### config.mk
export PLATFORM = sky130hd
export DESIGN_NAME = pipe_ctrl
export DESIGN_NICKNAME = d
export VERILOG_FILES = /design/src/rtl/pipe_pkg.sv /design/src/rtl/pipe_ctrl.sv
export SDC_FILE = /design/constraint.sdc
export NUM_CORES = 1
export LEC_CHECK = 0
export ABC_AREA = 1
export BUFFER_PORTS_ARGS = -buffer_cell sky130_fd_sc_hd__buf_2
export CAP_MARGIN = 15
export CORE_AREA = 2 2 39 41
export DETAILED_ROUTE_END_ITERATION = 8
export DIE_AREA = 0 0 41 43
export GPL_TIMING_DRIVEN = 1
export PLACE_DENSITY_LB_ADDON = 0.3
export SETUP_SLACK_MARGIN = 0.15
export SLEW_MARGIN = 15
export SYNTH_ARGS = -nofsm -noshare
export SYNTH_HDL_FRONTEND = slang
export SYNTH_SLANG_ARGS = --single-unit
### constraint.sdc
create_clock -name clk -period 1 [get_ports clk]
set_input_delay 0.15 -clock clk [delete_from_list [all_inputs] [get_ports clk]]
set_output_delay 0.15 -clock clk [all_outputs]
set_load 0.05 [all_outputs]
### src/rtl/pipe_pkg.sv
// Shared constants for the pipeline control unit: state encoding, drain default, counter width.
package pipe_pkg;

    localparam logic [1:0] ST_RUN    = 2'd0;
    localparam logic [1:0] ST_BUBBLE = 2'd1;
    localparam logic [1:0] ST_DRAIN  = 2'd2;
    localparam logic [1:0] ST_HALT   = 2'd3;

    localparam int DRAIN_CYCLES_DEF = 2;
    localparam int CNT_W            = 2;

endpackage

### src/rtl/pipe_ctrl.sv
// Central load/flush control for the IF/ID, ID/EX, EX/M, M/WB latches and PC.
// Optional memory-wait freeze is compiled in with PIPE_MEMWAIT_EN.
module pipe_ctrl
    import pipe_pkg::*;
#(
    parameter int DRAIN_CYCLES = DRAIN_CYCLES_DEF
) (
    input  logic clk,
    input  logic reset,
    input  logic load_use,
    input  logic br_taken,
    input  logic hlt_ex,
`ifdef PIPE_MEMWAIT_EN
    input  logic mem_busy,
`endif
    output logic pc_ld,
    output logic ifid_ld,
    output logic idex_ld,
    output logic exm_ld,
    output logic mwb_ld,
    output logic ifid_flush,
    output logic idex_flush,
    output logic exm_flush,
    output logic mwb_flush,
    output logic halted
);

    logic [1:0]       state, nxt_state;
    logic [CNT_W-1:0] cnt, nxt_cnt;
    logic             busy;

`ifdef PIPE_MEMWAIT_EN
    assign busy = mem_busy;
`else
    assign busy = 1'b0;
`endif

    always_ff @(posedge clk or negedge reset) begin
        if (!reset) begin
            state  <= ST_RUN;
            cnt    <= '0;
            halted <= 1'b0;
        end else begin
            state  <= nxt_state;
            cnt    <= nxt_cnt;
            halted <= (nxt_state == ST_HALT);
        end
    end

    // Mealy outputs; everything is held low while reset is asserted.
    always_comb begin
        nxt_state  = state;
        nxt_cnt    = cnt;
        pc_ld      = 1'b0;
        ifid_ld    = 1'b0;
        idex_ld    = 1'b0;
        exm_ld     = 1'b0;
        mwb_ld     = 1'b0;
        ifid_flush = 1'b0;
        idex_flush = 1'b0;
        exm_flush  = 1'b0;
        mwb_flush  = 1'b0;
        if (reset) begin
            case (state)
                ST_RUN, ST_BUBBLE: begin
                    if (busy) begin
                        nxt_state = state;
                    end else if (hlt_ex) begin
                        ifid_flush = 1'b1;
                        idex_flush = 1'b1;
                        exm_ld     = 1'b1;
                        mwb_ld     = 1'b1;
                        nxt_cnt    = CNT_W'(DRAIN_CYCLES - 1);
                        nxt_state  = ST_DRAIN;
                    end else if (br_taken) begin
                        pc_ld      = 1'b1;
                        ifid_flush = 1'b1;
                        idex_flush = 1'b1;
                        exm_ld     = 1'b1;
                        mwb_ld     = 1'b1;
                        nxt_state  = ST_RUN;
                    end else if (load_use && state == ST_RUN) begin
                        // Hold PC and IF/ID, inject a bubble into ID/EX.
                        idex_flush = 1'b1;
                        exm_ld     = 1'b1;
                        mwb_ld     = 1'b1;
                        nxt_state  = ST_BUBBLE;
                    end else begin
                        pc_ld     = 1'b1;
                        ifid_ld   = 1'b1;
                        idex_ld   = 1'b1;
                        exm_ld    = 1'b1;
                        mwb_ld    = 1'b1;
                        nxt_state = ST_RUN;
                    end
                end
                ST_DRAIN: begin
                    if (!busy) begin
                        ifid_flush = 1'b1;
                        idex_flush = 1'b1;
                        exm_ld     = 1'b1;
                        mwb_ld     = 1'b1;
                        if (cnt == '0) nxt_state = ST_HALT;
                        else           nxt_cnt   = cnt - CNT_W'(1);
                    end
                end
                default: nxt_state = ST_HALT;
            endcase
        end
    end

endmodule
# == Yosys cells after proc, flatten, opt, wreduce, memory -nomap -nowiden ==
# Cells that the tools add are included.
# word_totals
reg_bits,5
inputBits,5
# op_classes
n_addsub,1
n_reduce_logical,7
muxes,29
n_eq_ne,5
# ops
op,n
2-to-1 mux 1 bit,20
2-to-1 mux 2 bit,5
one-hot mux 2 bit (2 select lines),2
equality test 2 bit (second input constant),2
logical NOT 2 bit,2
inequality test 2 bit (second input constant),2
one-hot mux 1 bit (2 select lines),2
AND reduction 4 bit,1
OR reduction 3 bit,1
equality test 2 x 1 -> 1 bit (second input constant),1
nonzero test 2 bit,1
OR reduction 2 bit,1
subtractor 2 x 1 -> 2 bit (second input constant),1
logical AND 1 bit,1

# == Logic depth before layout (Yosys ltp) ==
# logic_depth
word_depth,8
depth_mapped,8
depth_no_buf,8

# == Worst setup path after synthesis ==
# OpenSTA, ideal clock, no wires.
# synth_path
kind,register to output
from,register state[1]
to,output port ifid_ld
setup_slack_ps,-896
path_stages_with_launch,7
t_required_ps,850
arrival_ps,1746
cell_sequence,dfrtp_1 inv_1 nand2_2 nor2_2 nand2_1 nor2_1 buf_4
# synth_via
elab_chain_len,7
elab_cells_between_ends,9
cone_classes,1 x eq/ne; 5 x mux; 3 x reduce/logical
# synth_rtl
item,line_no,text
from (decl),pipe_ctrl.sv:28,"logic [1:0] state, nxt_state;"
from (signal assigned),pipe_ctrl.sv:44,state <= nxt_state;
logical NOT 2 bit,n/a,
logical AND 1 bit,pipe_ctrl.sv:82,end else if (load_use && state == ST_RUN) begin
2-to-1 mux 1 bit (3 in series),n/a,
2-to-1 mux 1 bit * (2 in series),n/a,
to (decl),pipe_ctrl.sv:17,"output logic ifid_ld,"
# Mark *: on every way between the ends. The rest lies on a longest branch, timed or not.

# == Worst setup path after layout ==
# layout_path
from,register state[1]
to,output port ifid_ld
# layout_via
elab_chain_len,7
elab_cells_between_ends,9
cone_classes,1 x eq/ne; 5 x mux; 3 x reduce/logical
# layout_rtl
item,line_no,text
logical NOT 2 bit,"pipe_ctrl.sv:64, pipe_ctrl.sv:82",
logical AND 1 bit,pipe_ctrl.sv:82,
2-to-1 mux 1 bit,pipe_ctrl.sv:82,
2-to-1 mux 1 bit,pipe_ctrl.sv:75,end else if (br_taken) begin
2-to-1 mux 1 bit,pipe_ctrl.sv:68,end else if (hlt_ex) begin
2-to-1 mux 1 bit *,pipe_ctrl.sv:64,case (state)
2-to-1 mux 1 bit *,pipe_ctrl.sv:63,if (reset) begin
# Marks and branches as above.

==> flow_summary.yaml <==
die:
  dieArea_sq_um: 1760
  dieHeight_um: 43
  io_pins: 15
  die_w_um: 41
  rows: 14
  start_util_pct: 26.9
  core_area_sq_um: 1380
worst_setup_path:
  cp.depth: 6
  rr_startpoint: "state[0]"
  path_class: "reg2out"
  cp_slowest_stage_delay_ns: 0.39
  crit_required_ns: 0.85
  arrival_ns: 1.26
  rrSetupSlack_ns: -0.26
  cp-endpoint: "ifid_ld"
  path_buf_inv: 2
  cp_top_family: "flip-flops"
  crit_path_start_kind: "flip-flop"
  critPathCaptureType: "output port"
  worstPathMaxFanout: 3
  cp_common_cell: "nor2_4"
  path_cells: "inv_2 > nand2_4 > nor2_4 > nand2_2 > nor2_4 > buf_6"
  cp-startpoint: "state[1]"
  critPathSlowestCell: "dfrtp_1"
  r2r-end: "cnt[0]"
  r2r_cells: 8
logic_synthesis:
  synth_area_sq_um: 372
  yosys_warnings: 0
  synthMostInstantiatedCell: "inv_1"
  async_reset_ff_share_pct: 100
  synth_edf_count: 0
  yosysSeqAreaShare_pct: 33.7
  postSynthAreaPerCell_sq_um: 7.01
  ys_top_cells_by_area: "dfrtp_1, inv_1, nand2_1, nand2_2, buf_4"
  yosysTopAreaCellShare_pct: 33.7
  ys.flop_type: "dfrtp_1"
  synth.top_cells.by_count: "inv_1, nand2_1, dfrtp_1, nand2_2, nor2_1"
  ys_types: 15
  synth_largest_area_cell: "dfrtp_1"
  synth-seq-cells: 5
  synthCells: 53
clock_network:
  clock-root-buffer: "clkbuf_4"
  htreeDepth: 1
  clk_latency_ns: 0.24
  clockBufferDepth: 2
  cts_tree: "done"
  clock-sinks: 5
  clk_pin_slew_ns: 0.04
  numCtsBuffers: 3
final_layout:
  syn_to_final_growth_pct: 87.2
  fin_util_pct: 50.3
  antenna_cells: 0
  final_cell_area_sq_um: 696
  nets: 87
  drive_above_1_share_pct: 62.5
pwr:
  p_total_w: 0.00103
  ir_worst_vdd_uv: 773
  powerDensity_nw_per_um2: 1480
  leakage_nw: 0.362
sta:
  fin_hold_ws_ns: 0.304
  final_max_slew_viol_count: 0
  skew_ns: 0.00105
  hold_viol: 0
  fin_ws_ns: -0.408
  fin_crit_ns: 1.41
  rsz0062_at_grt: "true"
  max_freq_ghz: 0.710
  tns_ns: -3.42
  setup_violations: 11
  fin_crit_sh_pct: 141
grt:
  antenna_found_initial: 0
  grt.total_usage_pct: 11.1
  grt_pass1_vias: 352
  overflow: 0
  grt_max_degree: 6
  grt_pass1_wl_mm: 1.30
flow_run:
  cap_violations: 0
routing:
  wl_um: 922
  drtPass1Iterations: 3
  routed_via_density: 4.05
  wire_per_inst_um: 9.60
  drc: 0
  drt_iter0_drc: 4
  via_count: 389
  antenna_left: 0
place:
  post_dp_cell_area_sq_um: 529
  post-dp-hpwl_um: 606
  numPortBuffers: 12
  gp_congestion: 0.703
outcome:
  status: "finished, violations left"
  violations: "setup timing"
min_path:
  hold_depth: 3
  hp-class: "in2reg"
## area by class of cell
type | instances | area [sq um]
Clock buffer | 4 | 26.3
Fill cell | 139 | 688
Inverter | 12 | 48.8
Multi-Input combinational cell | 33 | 243
Sequential cell | 5 | 125
Tap cell | 16 | 20.0
Timing Repair Buffer | 26 | 233
## cells by family after synthesis
kind of cell               share of synthesized area, %
AOI/OAI and AO/OA                                  1.35
adders and majority gates                          3.37
buffers and inverters                              20.2
DFF                                                33.7
other                                              1.01
and+or+nand+nor                                    40.4
## sequential cells by signal, summed over array words and instances, names as in the netlist
signal / count
halted: 1
state: 2
cnt: 2
## metal layers
layer  track usage (%)  wire length (um)
met5                 0                 0
met2              15.3               530
met1              14.1               370
met4              8.00                 0
met3              3.14                20
## tightest hold or removal path: stages
cell and delay [ns]:
buf_2 0.13, inv_2 0.11, o21ai_1 0.09
## how the worst min path moves through the flow
stage	from	end	slack, ns
floorplan	reset	cnt[0]	-0.15
global placement	reset	state[1]	0.1
detailed placement	reset	state[1]	0.1
CTS	reset	state[1]	0.26
global route	reset	state[1]	0.31
finish	reset	state[1]	0.30
## power by group
part / total (W) / internal (W) / switching [W] / leakage [nW]
sequential: 0.000281 / 0.000253 / 0.0000282 / 0.0529
combinational: 0.000515 / 0.000214 / 0.000301 / 0.294
clock: 0.000230 / 0.000151 / 0.0000796 / 0.0150
total: 0.00103 / 0.000617 / 0.000409 / 0.362
## metrics by stage
step	std cells	worst slack, ns
2_1_floorplan	54	-0.438
5_1_grt	96	-0.495
6_report	96	-0.408
4_1_cts	96	-0.411
3_3_place_gp	89	-0.209
3_5_place_dp	89	-0.235
## what timing repair did
item	CTS	global route
resized for setup	22	10
pin swaps	7	5
endpoints found under the setup margin	12	12
buffers inserted	2	0
cloned	0	0
hold buffers	1	0
hold endpoints to repair	5	0
## placed cells by master (no fill, tap or decap), drive strengths merged
cell and instances:
buf 25, nor3 2, inv 11, dlygate4sd3 1, nand2 14, ha 1
dfrtp 5, nand3 3, conb 2, nand4 1, o21ai 1, nor2 9
clkinvlp 1, clkbuf 4
No activity file was read; power rests on OpenSTA's default activity.
